[config.mk]
export PLATFORM = sky130hd
export DESIGN_NAME = cache_mem_arbiter
export DESIGN_NICKNAME = d
export VERILOG_FILES = /design/src/rtl/cache_mem_pkg.sv /design/src/rtl/cache_mem_arbiter_fill_word_counter.sv /design/src/rtl/cache_mem_arbiter.sv
export SDC_FILE = /design/constraint.sdc
export NUM_CORES = 1
export LEC_CHECK = 0
export CAP_MARGIN = 40
export CORE_UTILIZATION = 57
export DETAILED_ROUTE_END_ITERATION = 10
export DONT_BUFFER_PORTS = 1
export PLACE_DENSITY = 0.8
export SYNTH_ARGS = -nofsm -noshare
export SYNTH_HDL_FRONTEND = slang
export SYNTH_SLANG_ARGS = --single-unit
export TNS_END_PERCENT = 100
[constraint.sdc]
create_clock -name clk -period 1.8 [get_ports clk]
set_input_delay 0.09 -clock clk [delete_from_list [all_inputs] [get_ports clk]]
set_output_delay 0.09 -clock clk [all_outputs]
set_load 0.01 [all_outputs]
[src/rtl/cache_mem_pkg.sv]
// Shared types and block geometry for the cache/memory arbiter.
// Owner and state encodings used by the fill sequencer.
package cache_mem_pkg;

   localparam int DEF_BLOCK_WORDS = 8;
   localparam int BLOCK_BYTES = 2 * DEF_BLOCK_WORDS;

   typedef enum logic [1:0] {
      IDLE,
      FILL,
      TAG,
      WRITE
   } state_t;

   typedef enum logic [1:0] {
      OWN_NONE,
      OWN_I,
      OWN_D
   } owner_t;

   // Byte-offset mask within one block of bw 16-bit words.
   function automatic int off_mask(input int bw);
      return 2 * bw - 1;
   endfunction

endpackage

[src/rtl/cache_mem_arbiter_fill_word_counter.sv]
// Issue/receive word counters for one block fill.
// Generates the memory and data-array word addresses from the block base.
module fill_word_counter
   import cache_mem_pkg::*;
#(
   parameter int ADDR_W      = 16,
   parameter int BLOCK_WORDS = DEF_BLOCK_WORDS
) (
   input  logic              clk,
   input  logic              rst,
   input  logic              clr,
   input  logic              issue_en,
   input  logic              recv_en,
   input  logic [ADDR_W-1:0] base,
   output logic              issuing,
   output logic              last_word,
   output logic [ADDR_W-1:0] issue_addr,
   output logic [ADDR_W-1:0] recv_addr
);

   localparam int CW = $clog2(BLOCK_WORDS) + 1;
   localparam logic [CW-1:0] NW = CW'(BLOCK_WORDS);

   logic [CW-1:0] issue_cnt;
   logic [CW-1:0] recv_cnt;

   // Count issued addresses and returned words; cleared between fills.
   always_ff @(posedge clk or posedge rst) begin
      if (rst) begin
         issue_cnt <= '0;
         recv_cnt  <= '0;
      end else if (clr) begin
         issue_cnt <= '0;
         recv_cnt  <= '0;
      end else begin
         if (issue_en && issuing)
            issue_cnt <= issue_cnt + 1'b1;
         if (recv_en)
            recv_cnt <= recv_cnt + 1'b1;
      end
   end

   assign issuing    = issue_cnt < NW;
   assign last_word  = recv_en && (recv_cnt == NW - 1'b1);
   assign issue_addr = base + (ADDR_W'(issue_cnt) << 1);
   assign recv_addr  = base + (ADDR_W'(recv_cnt) << 1);

endmodule

[src/rtl/cache_mem_arbiter.sv]
// Sole owner of main memory: arbitrates I/D block fills and
// write-through stores, and drives cache array strobes and stalls.
module cache_mem_arbiter
   import cache_mem_pkg::*;
#(
   parameter int ADDR_W      = 16,
   parameter int DATA_W      = 16,
   parameter int BLOCK_WORDS = DEF_BLOCK_WORDS
) (
   input  logic              clk,
   input  logic              rst,
   input  logic              icache_miss,
   input  logic [ADDR_W-1:0] icache_addr,
   input  logic              dcache_miss,
   input  logic [ADDR_W-1:0] dcache_addr,
   input  logic              dwr_req,
   input  logic [ADDR_W-1:0] dwr_addr,
   input  logic [DATA_W-1:0] dwr_data,
   output logic              dwr_ack,
   output logic [ADDR_W-1:0] mem_addr,
   output logic              mem_enable,
   output logic              mem_wr,
   output logic [DATA_W-1:0] mem_wdata,
   input  logic [DATA_W-1:0] mem_rdata,
   input  logic              mem_valid,
   output logic [ADDR_W-1:0] fill_addr,
   output logic [DATA_W-1:0] fill_data,
   output logic              i_wr_data_array,
   output logic              i_wr_tag_array,
   output logic              d_wr_data_array,
   output logic              d_wr_tag_array,
   output logic              i_busy,
   output logic              d_busy
);

   localparam logic [ADDR_W-1:0] MASK = ADDR_W'(off_mask(BLOCK_WORDS));

   state_t            state_q, state_d;
   owner_t            owner_q, owner_d;
   logic [ADDR_W-1:0] base_q, base_d;
   logic [ADDR_W-1:0] waddr_q, waddr_d;
   logic [DATA_W-1:0] wdata_q, wdata_d;

   logic              in_fill;
   logic              issuing;
   logic              last_word;
   logic [ADDR_W-1:0] issue_addr;
   logic [ADDR_W-1:0] recv_addr;
   logic              data_stb;
   logic              tag_stb;
   logic              active;

   assign in_fill = state_q == FILL;

   fill_word_counter #(
      .ADDR_W      (ADDR_W),
      .BLOCK_WORDS (BLOCK_WORDS)
   ) u_cnt (
      .clk        (clk),
      .rst        (rst),
      .clr        (!in_fill),
      .issue_en   (in_fill),
      .recv_en    (in_fill && mem_valid),
      .base       (base_q),
      .issuing    (issuing),
      .last_word  (last_word),
      .issue_addr (issue_addr),
      .recv_addr  (recv_addr)
   );

   // State, owner and latched request registers.
   always_ff @(posedge clk or posedge rst) begin
      if (rst) begin
         state_q <= IDLE;
         owner_q <= OWN_NONE;
         base_q  <= '0;
         waddr_q <= '0;
         wdata_q <= '0;
      end else begin
         state_q <= state_d;
         owner_q <= owner_d;
         base_q  <= base_d;
         waddr_q <= waddr_d;
         wdata_q <= wdata_d;
      end
   end

   // Grant in IDLE (D miss, then store, then I miss); sequence fill/tag/write.
   always_comb begin
      state_d = state_q;
      owner_d = owner_q;
      base_d  = base_q;
      waddr_d = waddr_q;
      wdata_d = wdata_q;
      unique case (state_q)
         IDLE: begin
            owner_d = OWN_NONE;
            if (dcache_miss) begin
               state_d = FILL;
               owner_d = OWN_D;
               base_d  = dcache_addr & ~MASK;
            end else if (dwr_req) begin
               state_d = WRITE;
               owner_d = OWN_D;
               waddr_d = dwr_addr;
               wdata_d = dwr_data;
            end else if (icache_miss) begin
               state_d = FILL;
               owner_d = OWN_I;
               base_d  = icache_addr & ~MASK;
            end
         end
         FILL: begin
            if (last_word)
               state_d = TAG;
         end
         TAG:     state_d = IDLE;
         WRITE:   state_d = IDLE;
         default: state_d = IDLE;
      endcase
   end

   // Memory port, fill port and strobe decode from the current state.
   always_comb begin
      mem_enable = 1'b0;
      mem_wr     = 1'b0;
      mem_addr   = '0;
      mem_wdata  = '0;
      fill_addr  = '0;
      fill_data  = '0;
      dwr_ack    = 1'b0;
      data_stb   = 1'b0;
      tag_stb    = 1'b0;
      unique case (state_q)
         FILL: begin
            if (issuing) begin
               mem_enable = 1'b1;
               mem_addr   = issue_addr;
            end
            if (mem_valid) begin
               data_stb  = 1'b1;
               fill_addr = recv_addr;
               fill_data = mem_rdata;
            end
         end
         TAG: begin
            tag_stb   = 1'b1;
            fill_addr = base_q;
         end
         WRITE: begin
            mem_enable = 1'b1;
            mem_wr     = 1'b1;
            mem_addr   = waddr_q;
            mem_wdata  = wdata_q;
            dwr_ack    = 1'b1;
         end
         default: ;
      endcase
   end

   assign i_wr_data_array = data_stb && owner_q == OWN_I;
   assign d_wr_data_array = data_stb && owner_q == OWN_D;
   assign i_wr_tag_array  = tag_stb && owner_q == OWN_I;
   assign d_wr_tag_array  = tag_stb && owner_q == OWN_D;

   // Stall while a request is pending or this cache owns the memory.
   assign active = state_q != IDLE;
   assign i_busy = !rst && (icache_miss ||
                   (active && owner_q == OWN_I));
   assign d_busy = !rst && (dcache_miss || dwr_req ||
                   (active && owner_q == OWN_D));

endmodule

==> results.toml <==
[outcome]
status = "finished, violations left"
violations = "setup timing"

[floorplanning]
std_cell_rows = 27
die_area_sq_um = 6230
io_pins = 159
core_sq_um = 5610
die_h_um = 78.9
initial_core_util_pct = 60.2
die_w_um = 78.9

[place]
place.port_buffers = 0
gp_congestion = 0.837
hpwl_um = 5650
placed_cell_area_sq_um = 3490
preCtsSetupSlack_ns = 0.0278
dpl.cell_count = 404

[synthesis]
netlist_area_sq_um = 3370
synth-edff-count = 0
synth.distinct_cells = 48
synth_common_cells = "dfrtp_1, mux2_2, o21ai_0"
synthArstFlopShare_pct = 100
syn_nets = 428
yosys.area.top_type = "dfrtp_1"
ys.warnings.count = 0
synth_area_per_cell_sq_um = 10.1
synth_seq_cells = 56
synth_ff_type = "dfrtp_1"
syn_inst = 333
synth_top_area_share_pct = 41.5
synth_most_common_cell = "dfrtp_1"
yosysSeqAreaShare_pct = 41.5
yosys-top-cells-area = "dfrtp_1, mux2_2, a22o_1"

[cells_and_area]
fill_cells = 289
final_nets = 503
finalNonFillerCells = 481
n_antenna_cell = 0
finish.utilization_pct = 82.1
layout-drive-gt1-share_pct = 33.0
final_area_sq_um = 4600
area_delta_synth_final_pct = 36.4

[clock_network]
clkTransAtPathRegs_ns = 0.11
ctsRootBufferMaster = "clkbuf_8"
htreeDepth = 2
cts_tree = "built"
clk_latency_ns = 0.32
cts.sinks = 56
clock_path_buffers = 2
cts_buffers = 5

[grt]
grt_max_degree = 36
grt_pass1_vias = 2997
grtUsageTotal_pct = 31.7
grt-ovfl-total = 0
grt_pass1_wl_um = 14900
antenna_found_initial = 0

[sta]
report.final.slew_viol_count = 0
finalSetupViolations = 29
worst_slew_pin_slew_ns = 0.651
hold_viol_final = 0
slew-limit-headroom_pct = 56.5
fin_crit_ns = 2.13
rsz0062_at_grt = "yes"
whs_ns = 0.000303
period_share_pct = 119
fmax_mhz = 468
fin_ws_ns = -0.335
fin_worst_skew_ns = 0.00837
timing.setup.tns_ns = -2.62

[detailed_routing]
wirelength_um = 11800
vias = 3220
antenna_left = 0
wire_per_inst_um = 24.5
drt_first_pass_iters = 5
route.detailed.drc = 0
drt_iter0_drc = 329
viasPerCell = 6.69

[critical_path]
cp.required_ns = 1.71
r2r-start = "state_q[0]$_DFFE_PP0P_"
crit_path_start_kind = "register"
cp_slowest_cell = "dfrtp_1"
worstPathCellList = "inv_2 -> ha_4 -> and3_4 -> nand4_1 -> o21ai_1 -> buf_4"
rr_endpoint = "state_q[1]$_DFFE_PP0P_"
crit_type = "register to primary output"
critical_path.max_fanout = 8
r2r_setup_slack_ns = 0.12
ff2ff_path_depth = 8
max_stage_delay_ns = 0.40
cp-end-kind = "primary output"
crit_arrival_ns = 2.04

[worst_hold_path]
hold_class = "primary input to register"
holdPathStages = 3
min_to = "u_cnt.recv_cnt[3]$_DFFE_PP0P_"
hp-start = "mem_valid"

[power]
combPwrFrac_pct = 52.1
clkPwrFrac_pct = 11.0
p_int_mw = 3.74
p_total_mw = 6.63
switching_share_pct = 43.7
power.density_nw_per_um2 = 1440
irDropWorstVdd_v = 0.000786
switching_power_mw = 2.90
p_leak_nw = 2.11
seq_power_share_pct = 36.9

[flow_run]
maxCapViolCount = 0
-- what timing repair did --
item / CTS / global route
pin swaps: 15 / 14
cloned: 0 / 1
setup buffers: 6 / 5
hold buffers: 57 / 0
hold endpoints to repair: 74 / 0
setup endpoints to repair: 30 / 27
gates resized for setup: 42 / 41
-- kinds of logic (layout without fill, tap and decap cells) --
kind of cell,after synthesis,count (layout),share of synthesized area [%]
XOR/XNOR,11,11,2.86
flip-flops,56,56,41.5
buffers and inverters,34,110,6.31
other,1,1,0.111
AND/OR/NAND/NOR,113,113,18.7
AO/OA/AOI/OAI,62,62,12.0
adder cells (fa/ha/maj),9,9,3.34
multiplexers,47,47,15.2
-- worst max path at each step --
| stage | startpoint | endpoint | cells after the start | slack [ns] |
|---|---|---|---|---|
| finish | state_q[1]$_DFFE_PP0P_ | fill_addr[9] | 6 | -0.33 |
| global route | state_q[0]$_DFFE_PP0P_ | fill_addr[9] | 6 | -0.38 |
| CTS | base_q[4]$_DFFE_PP0P_ | fill_addr[14] | 5 | -0.14 |
| detailed placement | state_q[0]$_DFFE_PP0P_ | fill_addr[9] | 6 | 0.03 |
| global placement | state_q[0]$_DFFE_PP0P_ | fill_addr[9] | 6 | 0.10 |
| floorplan | state_q[0]$_DFFE_PP0P_ | waddr_q[10]$_DFFE_PP0P_ | 7 | 0.07 |
-- critical path, delay by kind of cell (launching register included) --
kind | cells | cell delay [ns]
fa+ha+maj | 1 | 0.30
flops | 1 | 0.40
buf+inv | 2 | 0.22
compound gates | 1 | 0.22
simple gates | 2 | 0.57
-- metal layers --
layer  wire (um)  track usage [%]  vias to the layer above
met3        1020             6.55                       96
met4         831             18.2                        0
met5           0                0                        -
li1            -                -                     1324
met1        4200             36.3                     1555
met2        5720             54.9                      245
-- state kept, by name, summed over array words and instances, names as in the netlist --
name	flops
waddr_q	16
wdata_q	16
base_q	12
u_cnt.issue_cnt	4
u_cnt.recv_cnt	4
owner_q	2
state_q	2
-- cell type report --
cell class / instances / area (sq um) / share of cell area [%]
clock buffers: 5 / 68.8 / 1.50
repair buffers: 93 / 892 / 19.4
flip-flops and latches: 56 / 1410 / 30.6
well taps: 72 / 90.1 / 1.96
inverters: 9 / 37.5 / 0.816
multi-input cells: 243 / 2080 / 45.3
clock inverters: 3 / 22.5 / 0.489
-- power groups by stage --
stage               clock (mW)  sequential (mW)  combinational [mW]
CTS                      0.724             2.30                2.78
global route             0.777             2.50                3.64
detailed placement           0             2.31                2.41
global placement             0             2.26                2.32
finish                   0.727             2.45                3.46
floorplan                    0             2.13                1.97
-- layout by cell type, fill, tap and decap left out, drive strengths merged, types with 2 or more instances in the layout --
master,instances
nand3,10
clkinv,2
and3,21
dfrtp,56
o21ai,27
mux2,33
mux2i,14
ha,9
nor4,2
nand4,3
a21oi,7
inv,9
a31oi,3
nor2,19
dlygate4sd3,57
nor3,2
and2,23
nor2b,4
a22o,17
xor2,7
nand2,22
clkbuf,5
nand4b,2
xnor2,4
buf,36
Power figures use the tool's default switching activity.
